--- src/rtl/mul_ctrl.sv ---
// Sequencer between the issue stage and an external variable-latency multiplier.
// Optional MUL_FUSION_EN keeps the last completed product to answer repeated operand pairs.
package core_config_pkg;
   localparam int XLEN = 32;
endpackage

// state | meaning
// IDLE  | ready for a new request
// BUSY  | multiplier started, waiting for mul_valid
// DRAIN | flushed while busy, discarding the pending product
// DONE  | result presented, waiting for res_ready
module mul_ctrl #(
   parameter int XLEN = core_config_pkg::XLEN,
   parameter int TAGW = 5
) (
   input logic        clk,
   input logic        rst_n,
   mul_ctrl_if.slave  bus
);
   localparam logic [1:0] IDLE  = 2'd0;
   localparam logic [1:0] BUSY  = 2'd1;
   localparam logic [1:0] DRAIN = 2'd2;
   localparam logic [1:0] DONE  = 2'd3;
   localparam logic [1:0] OP_MUL = 2'b00;

   logic [1:0]        state;
   logic [1:0]        op_q;
   logic [XLEN-1:0]   x_q;
   logic [XLEN-1:0]   y_q;
   logic [TAGW-1:0]   tag_q;
   logic              xs_q;
   logic              ys_q;
   logic              start_q;
   logic [XLEN-1:0]   result_q;
   logic              accept;
   logic              hit;
   logic              req_xs;
   logic              req_ys;
   logic [2*XLEN-1:0] hit_z;

   function automatic logic [XLEN-1:0] sel_half(input logic [1:0] op, input logic [2*XLEN-1:0] z);
      return (op == OP_MUL) ? z[XLEN-1:0] : z[2*XLEN-1:XLEN];
   endfunction

   assign req_xs = (bus.op == 2'b01) || (bus.op == 2'b10);
   assign req_ys = (bus.op == 2'b01);

   // rst_n gates ready so nothing is offered as accepted while reset is held
   assign bus.req_ready = rst_n && (state == IDLE) && !bus.flush;
   assign accept        = bus.req_valid && bus.req_ready;

`ifdef MUL_FUSION_EN
   logic              c_v;
   logic [XLEN-1:0]   c_x;
   logic [XLEN-1:0]   c_y;
   logic              c_xs;
   logic              c_ys;
   logic [2*XLEN-1:0] c_z;

   always_ff @(posedge clk or negedge rst_n) begin
      if (!rst_n) begin
         c_v  <= 1'b0;
         c_x  <= '0;
         c_y  <= '0;
         c_xs <= 1'b0;
         c_ys <= 1'b0;
         c_z  <= '0;
      end else if (state == BUSY && bus.mul_valid && !bus.flush) begin
         c_v  <= 1'b1;
         c_x  <= x_q;
         c_y  <= y_q;
         c_xs <= xs_q;
         c_ys <= ys_q;
         c_z  <= bus.mul_z;
      end
   end

   // Low half is signedness-independent, so MUL hits on any cached signedness
   assign hit   = c_v && (bus.rs1 == c_x) && (bus.rs2 == c_y) &&
                  ((bus.op == OP_MUL) || ((req_xs == c_xs) && (req_ys == c_ys)));
   assign hit_z = c_z;
`else
   assign hit   = 1'b0;
   assign hit_z = '0;
`endif

   always_ff @(posedge clk or negedge rst_n) begin
      if (!rst_n) begin
         state    <= IDLE;
         op_q     <= OP_MUL;
         x_q      <= '0;
         y_q      <= '0;
         tag_q    <= '0;
         xs_q     <= 1'b0;
         ys_q     <= 1'b0;
         start_q  <= 1'b0;
         result_q <= '0;
      end else begin
         start_q <= 1'b0;
         case (state)
            IDLE: begin
               if (accept) begin
                  op_q  <= bus.op;
                  x_q   <= bus.rs1;
                  y_q   <= bus.rs2;
                  tag_q <= bus.rd_tag;
                  xs_q  <= req_xs;
                  ys_q  <= req_ys;
                  if (hit) begin
                     result_q <= sel_half(bus.op, hit_z);
                     state    <= DONE;
                  end else begin
                     start_q <= 1'b1;
                     state   <= BUSY;
                  end
               end
            end
            BUSY: begin
               // A flush that coincides with completion has nothing left to drain
               if (bus.flush) begin
                  state <= bus.mul_valid ? IDLE : DRAIN;
               end else if (bus.mul_valid) begin
                  result_q <= sel_half(op_q, bus.mul_z);
                  state    <= DONE;
               end
            end
            DRAIN: begin
               if (bus.mul_valid) state <= IDLE;
            end
            DONE: begin
               if (bus.flush || bus.res_ready) state <= IDLE;
            end
            default: state <= IDLE;
         endcase
      end
   end

   assign bus.res_valid    = (state == DONE);
   assign bus.result       = result_q;
   assign bus.res_tag      = tag_q;
   assign bus.mul_start    = start_q;
   assign bus.mul_x        = x_q;
   assign bus.mul_y        = y_q;
   assign bus.mul_x_signed = xs_q;
   assign bus.mul_y_signed = ys_q;
endmodule

--- src/rtl/mul_ctrl_if.sv ---
// Request, response and multiplier-side signals of the multiply controller.
// slave: the controller; master: the requester/multiplier side.
interface mul_ctrl_if #(
   parameter int XLEN = 32,
   parameter int TAGW = 5
);
   logic              req_valid;
   logic              req_ready;
   logic [1:0]        op;
   logic [XLEN-1:0]   rs1;
   logic [XLEN-1:0]   rs2;
   logic [TAGW-1:0]   rd_tag;
   logic              flush;
   logic              res_valid;
   logic              res_ready;
   logic [XLEN-1:0]   result;
   logic [TAGW-1:0]   res_tag;
   logic              mul_start;
   logic              mul_x_signed;
   logic              mul_y_signed;
   logic [XLEN-1:0]   mul_x;
   logic [XLEN-1:0]   mul_y;
   logic              mul_valid;
   logic [2*XLEN-1:0] mul_z;

   modport slave (
      input  req_valid, op, rs1, rs2, rd_tag, flush, res_ready, mul_valid, mul_z,
      output req_ready, res_valid, result, res_tag,
             mul_start, mul_x_signed, mul_y_signed, mul_x, mul_y
   );

   modport master (
      output req_valid, op, rs1, rs2, rd_tag, flush, res_ready, mul_valid, mul_z,
      input  req_ready, res_valid, result, res_tag,
             mul_start, mul_x_signed, mul_y_signed, mul_x, mul_y
   );
endinterface

--- src/flat_wrapper.sv ---
// flat-port wrapper written by rule: the top's interface ports become plain ports
module mul_ctrl_flat 
#(
   parameter int XLEN = core_config_pkg::XLEN,
   parameter int TAGW = 5
)
  (clk, rst_n, bus_req_valid, bus_op, bus_rs1, bus_rs2, bus_rd_tag, bus_flush, bus_res_ready, bus_mul_valid, bus_mul_z, bus_req_ready, bus_res_valid, bus_result, bus_res_tag, bus_mul_start, bus_mul_x_signed, bus_mul_y_signed, bus_mul_x, bus_mul_y);
  mul_ctrl_if #(.XLEN(XLEN), .TAGW(TAGW)) bus_i ();
  input logic clk;
  input logic rst_n;
  input wire logic [$bits(bus_i.req_valid)-1:0] bus_req_valid;
  input wire logic [$bits(bus_i.op)-1:0] bus_op;
  input wire logic [$bits(bus_i.rs1)-1:0] bus_rs1;
  input wire logic [$bits(bus_i.rs2)-1:0] bus_rs2;
  input wire logic [$bits(bus_i.rd_tag)-1:0] bus_rd_tag;
  input wire logic [$bits(bus_i.flush)-1:0] bus_flush;
  input wire logic [$bits(bus_i.res_ready)-1:0] bus_res_ready;
  input wire logic [$bits(bus_i.mul_valid)-1:0] bus_mul_valid;
  input wire logic [$bits(bus_i.mul_z)-1:0] bus_mul_z;
  output wire logic [$bits(bus_i.req_ready)-1:0] bus_req_ready;
  output wire logic [$bits(bus_i.res_valid)-1:0] bus_res_valid;
  output wire logic [$bits(bus_i.result)-1:0] bus_result;
  output wire logic [$bits(bus_i.res_tag)-1:0] bus_res_tag;
  output wire logic [$bits(bus_i.mul_start)-1:0] bus_mul_start;
  output wire logic [$bits(bus_i.mul_x_signed)-1:0] bus_mul_x_signed;
  output wire logic [$bits(bus_i.mul_y_signed)-1:0] bus_mul_y_signed;
  output wire logic [$bits(bus_i.mul_x)-1:0] bus_mul_x;
  output wire logic [$bits(bus_i.mul_y)-1:0] bus_mul_y;
  assign bus_i.req_valid = bus_req_valid;
  assign bus_i.op = bus_op;
  assign bus_i.rs1 = bus_rs1;
  assign bus_i.rs2 = bus_rs2;
  assign bus_i.rd_tag = bus_rd_tag;
  assign bus_i.flush = bus_flush;
  assign bus_i.res_ready = bus_res_ready;
  assign bus_i.mul_valid = bus_mul_valid;
  assign bus_i.mul_z = bus_mul_z;
  assign bus_req_ready = bus_i.req_ready;
  assign bus_res_valid = bus_i.res_valid;
  assign bus_result = bus_i.result;
  assign bus_res_tag = bus_i.res_tag;
  assign bus_mul_start = bus_i.mul_start;
  assign bus_mul_x_signed = bus_i.mul_x_signed;
  assign bus_mul_y_signed = bus_i.mul_y_signed;
  assign bus_mul_x = bus_i.mul_x;
  assign bus_mul_y = bus_i.mul_y;
  mul_ctrl #(.XLEN(XLEN), .TAGW(TAGW)) u_core (.clk(clk), .rst_n(rst_n), .bus(bus_i));
endmodule
--- config.mk ---
export PLATFORM = sky130hd
export DESIGN_NAME = mul_ctrl_flat
export DESIGN_NICKNAME = d
export VERILOG_FILES = /design/src/rtl/mul_ctrl.sv /design/src/rtl/mul_ctrl_if.sv /design/src/flat_wrapper.sv
export SDC_FILE = /design/constraint.sdc
export NUM_CORES = 1
export LEC_CHECK = 0
export BUFFER_PORTS_ARGS = -buffer_cell sky130_fd_sc_hd__clkbuf_2
export CELL_PAD_IN_SITES_DETAIL_PLACEMENT = 1
export CELL_PAD_IN_SITES_GLOBAL_PLACEMENT = 1
export CORE_AREA = 2 2 117 119
export CTS_BUF_LIST = sky130_fd_sc_hd__clkbuf_4
export CTS_CLUSTER_DIAMETER = 120
export DETAILED_ROUTE_END_ITERATION = 10
export DIE_AREA = 0 0 119 121
export GPL_ROUTABILITY_DRIVEN = 0
export GPL_TIMING_DRIVEN = 0
export HOLD_SLACK_MARGIN = 0.08
export PLACE_DENSITY = 0.8
export SKIP_LAST_GASP = 1
export SLEW_MARGIN = 20
export SYNTH_ARGS = -nofsm -noshare
export SYNTH_HDL_FRONTEND = slang
export SYNTH_SLANG_ARGS = --single-unit
--- constraint.sdc ---
create_clock -name clk -period 1.81 [get_ports clk]
set_input_delay 0.181 -clock clk [delete_from_list [all_inputs] [get_ports clk]]
set_output_delay 0.181 -clock clk [all_outputs]
set_load 0.02 [all_outputs]
# --- Word-level counts from Yosys, hierarchy flattened ---
# Cells that the tools add are included.
word_totals:
  register_bits: 108
  latchBits: 0
  ramBits: 0
  rom_bits: 0
  word_cells: 40
  mem_count: 0
op_classes:
  addsub: 0
  multipliers: 0
  n_div: 0
  magnitude_cmp: 0
  n_eq_ne: 9
  n_shift: 0
  mux: 10
  bitwise: 1
  n_reduce_logical: 11
op_table:
  columns: ["operator", "n"]
  rows:
  - ["$mux W32", 1]
  - ["$mux W2", 6]
  - ["$pmux W2 S4", 1]
  - ["$eq A2 B2 Y1 const B", 3]
  - ["$eq A2 B1 Y1 const B", 2]
  - ["$logic_not A2 Y1", 2]
  - ["$ne A2 B1 Y1 const B", 2]
  - ["$reduce_and A4 Y1", 1]
  - ["$logic_and A1 B1 Y1", 3]
  - ["$ne A3 B3 Y1 const B", 1]
  - ["$reduce_and A3 Y1", 1]
  - ["$logic_or A1 B1 Y1", 2]
  - ["$mux W1", 2]
  - ["$ne A2 B2 Y1 const B", 1]
  - ["$reduce_and A2 Y1", 1]
  - ["$logic_not A1 Y1", 1]
  - ["$not A1 Y1", 1]

# --- Longest topological paths before layout ---
logic_depth:
  depth_word: 6
  ltp_mapped: 5
  ltp_nobuf: 3

# --- Worst setup path before layout ---
# Ideal clock, no wire load.
synth_timing:
  path_kind: "reg2reg"
  startpoint: "reg u_core.state[0]"
  endpoint: "reg u_core.x_q[11], in the netlist u_core.bus.mul_x[11]"
  arrival_time_ps: 1596
  t_required_ps: 1685
  slack_ps: 89
  path_stages_with_launch: 6
  cell_sequence: "dfrtp_1 -> nor4b_4 -> nand2_1 -> buf_6 -> buf_6 -> mux2_4"
synth_via:
  elab_chain_cells: 5
synth_rtl:
  columns: ["element", "line_no", "text"]
  rows:
  - ["start, declared", "mul_ctrl.sv:26", "logic [1:0] state;"]
  - ["start signal, assigned", "mul_ctrl.sv:121", "state <= bus.mul_valid ? IDLE : DRAIN;"]
  - ["$logic_not A2 Y1", "mul_ctrl.sv:49", "assign bus.req_ready = rst_n && (state == IDLE) && !bus.flush;"]
  - ["$logic_and A1 B1 Y1 (2 in a row)", "mul_ctrl.sv:49", null]
  - ["via bus_req_ready", "flat_wrapper.sv:20", "output wire logic [$bits(bus_i.req_ready)-1:0] bus_req_ready;"]
  - ["$logic_and A1 B1 Y1", "mul_ctrl.sv:50", "assign accept = bus.req_valid && bus.req_ready;"]
  - ["$reduce_and A2 Y1 (no source line)", null, null]
  - ["end signal, assigned", "mul_ctrl.sv:104", "x_q <= bus.rs1;"]
  - ["end, declared", "mul_ctrl.sv:28", "logic [XLEN-1:0] x_q;"]
# The timed path passes the listed nets, and every way through them passes these cells.
# A chain may end at the register's enable or synchronous reset.

# --- Worst setup path in the final report ---
layout_timing:
  startpoint: "reg u_core.op_q[0]"
  endpoint: "reg u_core.result_q[31], in the netlist u_core.bus.result[31]"
layout_via:
  elab_chain_cells: 2
layout_rtl:
  columns: ["element", "line_no", "text"]
  rows:
  - ["start, declared", "mul_ctrl.sv:27", "logic [1:0] op_q;"]
  - ["start signal, assigned", "mul_ctrl.sv:103", "op_q <= bus.op;"]
  - ["$logic_not A2 Y1", "mul_ctrl.sv:42", "return (op == OP_MUL) ? z[XLEN-1:0] : z[2*XLEN-1:XLEN];"]
  - ["$mux W32", "mul_ctrl.sv:42", null]
  - ["end signal, assigned", "mul_ctrl.sv:110", "result_q <= sel_half(bus.op, hit_z);"]
  - ["end signal, assigned", "mul_ctrl.sv:123", "result_q <= sel_half(op_q, bus.mul_z);"]
  - ["end, declared", "mul_ctrl.sv:34", "logic [XLEN-1:0] result_q;"]
# No other way between the ends.

==> flow_summary.toml <==
[synth]
postSynthAreaPerCell_um2 = 14.6
synth_area_leaders = "dfrtp_1 (59%), mux2_4 (16%), mux2i_1 (7.3%)"
synthCells = 312
synth-seq-cells = 108
yosysTopAreaCell = "dfrtp_1"
yosys.area.top_type_share_pct = 59.4
synthesis.area_um2 = 4550
ys_seq_area_share_pct = 59.4
ys_types = 20
yosysWarnings = 0
synthesis.nets = 454

[sta]
relSlewSlack_pct = 42.4
rsz0062_at_grt = "false"
hold_violations = 0
skew_ns = 0.0227
max_freq_ghz = 0.582
post-route-period-util_pct = 94.9
fin_crit_ns = 1.72
slew_viol_final = 0
tns_ns = 0
finalSetupViolCount = 0
worst_pin_slew_ns = 0.861
worst_slack_ns = 0.0917

[grt]
grt_max_degree = 57
grt_antenna_before_repair = 4
grt_pass1_wl_um = 26900
gr-total-overflow = 0
grt_pass1_vias = 4861
grtUsageTotal_pct = 24.8

[detailed_routing]
detail_route.wl_per_cell_um = 20.8
wl_um = 18700
vias_per_cell = 4.72
dr.pass1.iters = 4
via_count = 4239
drtAntennaViolNets = 0
drc_errors = 0
drtIter0Drc = 147

[critical_path]
reg2reg_from = "u_core.op_q[0]"
worst-path-stages = 4
path_class = "reg -> reg"
worstPathRequired_ns = 2.16
rrSetupSlack_ns = 0.09
critPathBufInv = 1
worstPathArrival_ns = 2.07
start_kind = "flip-flop"
r2r_cells = 4
worstPathMaxFanout = 5
slowest_stage = "dlygate4sd3_1"
slowest_delay_ns = 0.58
crit_family = "buffers and inverters"
r2r-end = "u_core.bus.result[31]"
endpoint_kind = "flip-flop"
worstPathCellList = "nor2_2, mux2i_1, dlygate4sd3_1, a21oi_1"

[pwr]
power_density_nw_per_um2 = 1290
p_total_mw = 9.89
leakage_nw = 3.98
vdd_ir_drop_max_mv = 0.790

[final_layout]
layout.nets = 856
post_layout_nonfiller_instances = 899
stdcell_area_um2 = 7690
area_growth_pct = 69.2
n_fill_cell = 1401
drive_gt1_share_pct = 49.8

[floorplanning]
die_y_um = 121
initial_utilization_pct = 34.8
die-width_um = 119
core.rowCount = 42
core-area_um2 = 13100
boundaryPins = 247
dieArea_um2 = 14400

[clock_network]
cts_max_path_buffers = 2
cts.sinks = 108
cts_made_buffers = 9
cts_htree_levels = 3
worst_skew_pair.late_latency_ns = 0.47
cts_tree = "yes"
cts_root_buffer = "clkbuf_4"
path_clk_slew_ns = 0.18

[place]
pre_cts_ws_ns = -0.382
numPortBuffers = 246
place_area_um2 = 6040
dpl.cell_count = 735
hpwl_um = 9700

[run]
max-cap-violations = 0

[min_path]
hold_path_class = "in -> async"

[run_status]
status = "finished clean"
worst max path at each step:
stage,from,end,slack (ns)
after global routing,u_core.op_q[0],u_core.bus.result[31],0.005
after CTS,u_core.op_q[0],u_core.bus.result[31],0.04
final,u_core.op_q[0],u_core.bus.result[31],0.09
after global placement,rst_n,u_core.bus.mul_y[15],-1.82
after detailed placement,rst_n,u_core.bus.mul_x[25],-0.38
after floorplan,u_core.state[0],u_core.bus.mul_x[11],0.09
timing repair:
item,CTS,global route
resized for setup,1,5
endpoints found under the setup margin,23,17
hold buffers,139,5
gates cloned,0,0
setup buffers,0,0
hold endpoints to repair,215,92
sequential cells by signal, summed over array words and instances, names as in the netlist:
name	cells
u_core.bus.mul_x	32
u_core.bus.mul_y	32
u_core.bus.result	32
u_core.bus.res_tag	5
u_core.op_q	2
u_core.state	2
u_core.bus.mul_start	1
u_core.bus.mul_x_signed	1
u_core.bus.mul_y_signed	1
per-layer routing:
metal,track usage (%),vias up,part of all wire [%]
met4,12.9,0,4.7
met5,0,-,0
met2,49.4,190,57
met3,5.87,60,5.2
li1,-,1888,-
met1,23.1,2101,33
Yosys cell counts, drive strengths merged:
library cell  count
and4bb            1
nand2             4
nor2             33
nor4b             1
buf              16
ha                1
mux2i            33
inv               3
nand3b            1
dfrtp           108
and2              1
mux2             73
nor2b             1
o21ai             1
clkbuf            2
o32ai             1
a21oi            32
layout make-up:
class	count	area, um2	share of cell area (%)
clock buffers	9	67.6	0.878
multi-input cells	183	1710	22.3
clock inverters	7	98.8	1.28
flip-flops and latches	108	2700	35.1
inverters	3	11.3	0.146
plain buffers	18	128	1.66
repair buffers	391	2740	35.7
diodes	4	10.0	0.130
well taps	176	220	2.86
cell usage in the layout, fill, tap and decap left out, types with 2 or more instances in the layout:
master | Yosys | final
inv_6 | 0 | 2
nand2_1 | 4 | 4
mux2_4 | 47 | 47
buf_2 | 9 | 9
mux2i_1 | 33 | 33
diode_2 | 0 | 4
bufinv_16 | 0 | 2
buf_6 | 6 | 6
dlygate4sd3_1 | 0 | 142
mux2_2 | 26 | 26
nor2_1 | 33 | 32
dfrtp_1 | 108 | 108
a21oi_1 | 32 | 32
buf_16 | 0 | 3
clkinv_4 | 0 | 2
inv_1 | 3 | 3
clkbuf_4 | 0 | 9
clkbuf_2 | 0 | 248
kinds of logic after synthesis:
family / Yosys count / synth area share [%]
fa+ha+maj: 1 / 0.275
flops: 108 / 59.4
simple gates: 42 / 4.29
compound gates: 34 / 3.82
mux: 106 / 29.2
buf+inv: 21 / 2.97
worst reg2reg max path, stage by stage (launching register included):
cell and delay, ns:
dfrtp_1 0.41, nor2_2 0.32, mux2i_1 0.24, dlygate4sd3_1 0.58, a21oi_1 0.07
report_power, final:
part	leakage, nW	internal, mW	total [mW]	switching (mW)
logic	2.62	1.93	4.49	2.56
clock network	0.0886	0.572	1.42	0.845
registers	1.28	3.33	3.98	0.653
metrics by stage:
step	hold slack (ns)	util [%]
global placement	0.399	45.9
finish	0.238	58.8
global route	0.232	58.8
detailed placement	0.173	46.1
floorplan	-0.115	-
CTS	-0.401	58.1
No activity file was read; power rests on OpenSTA's default activity.
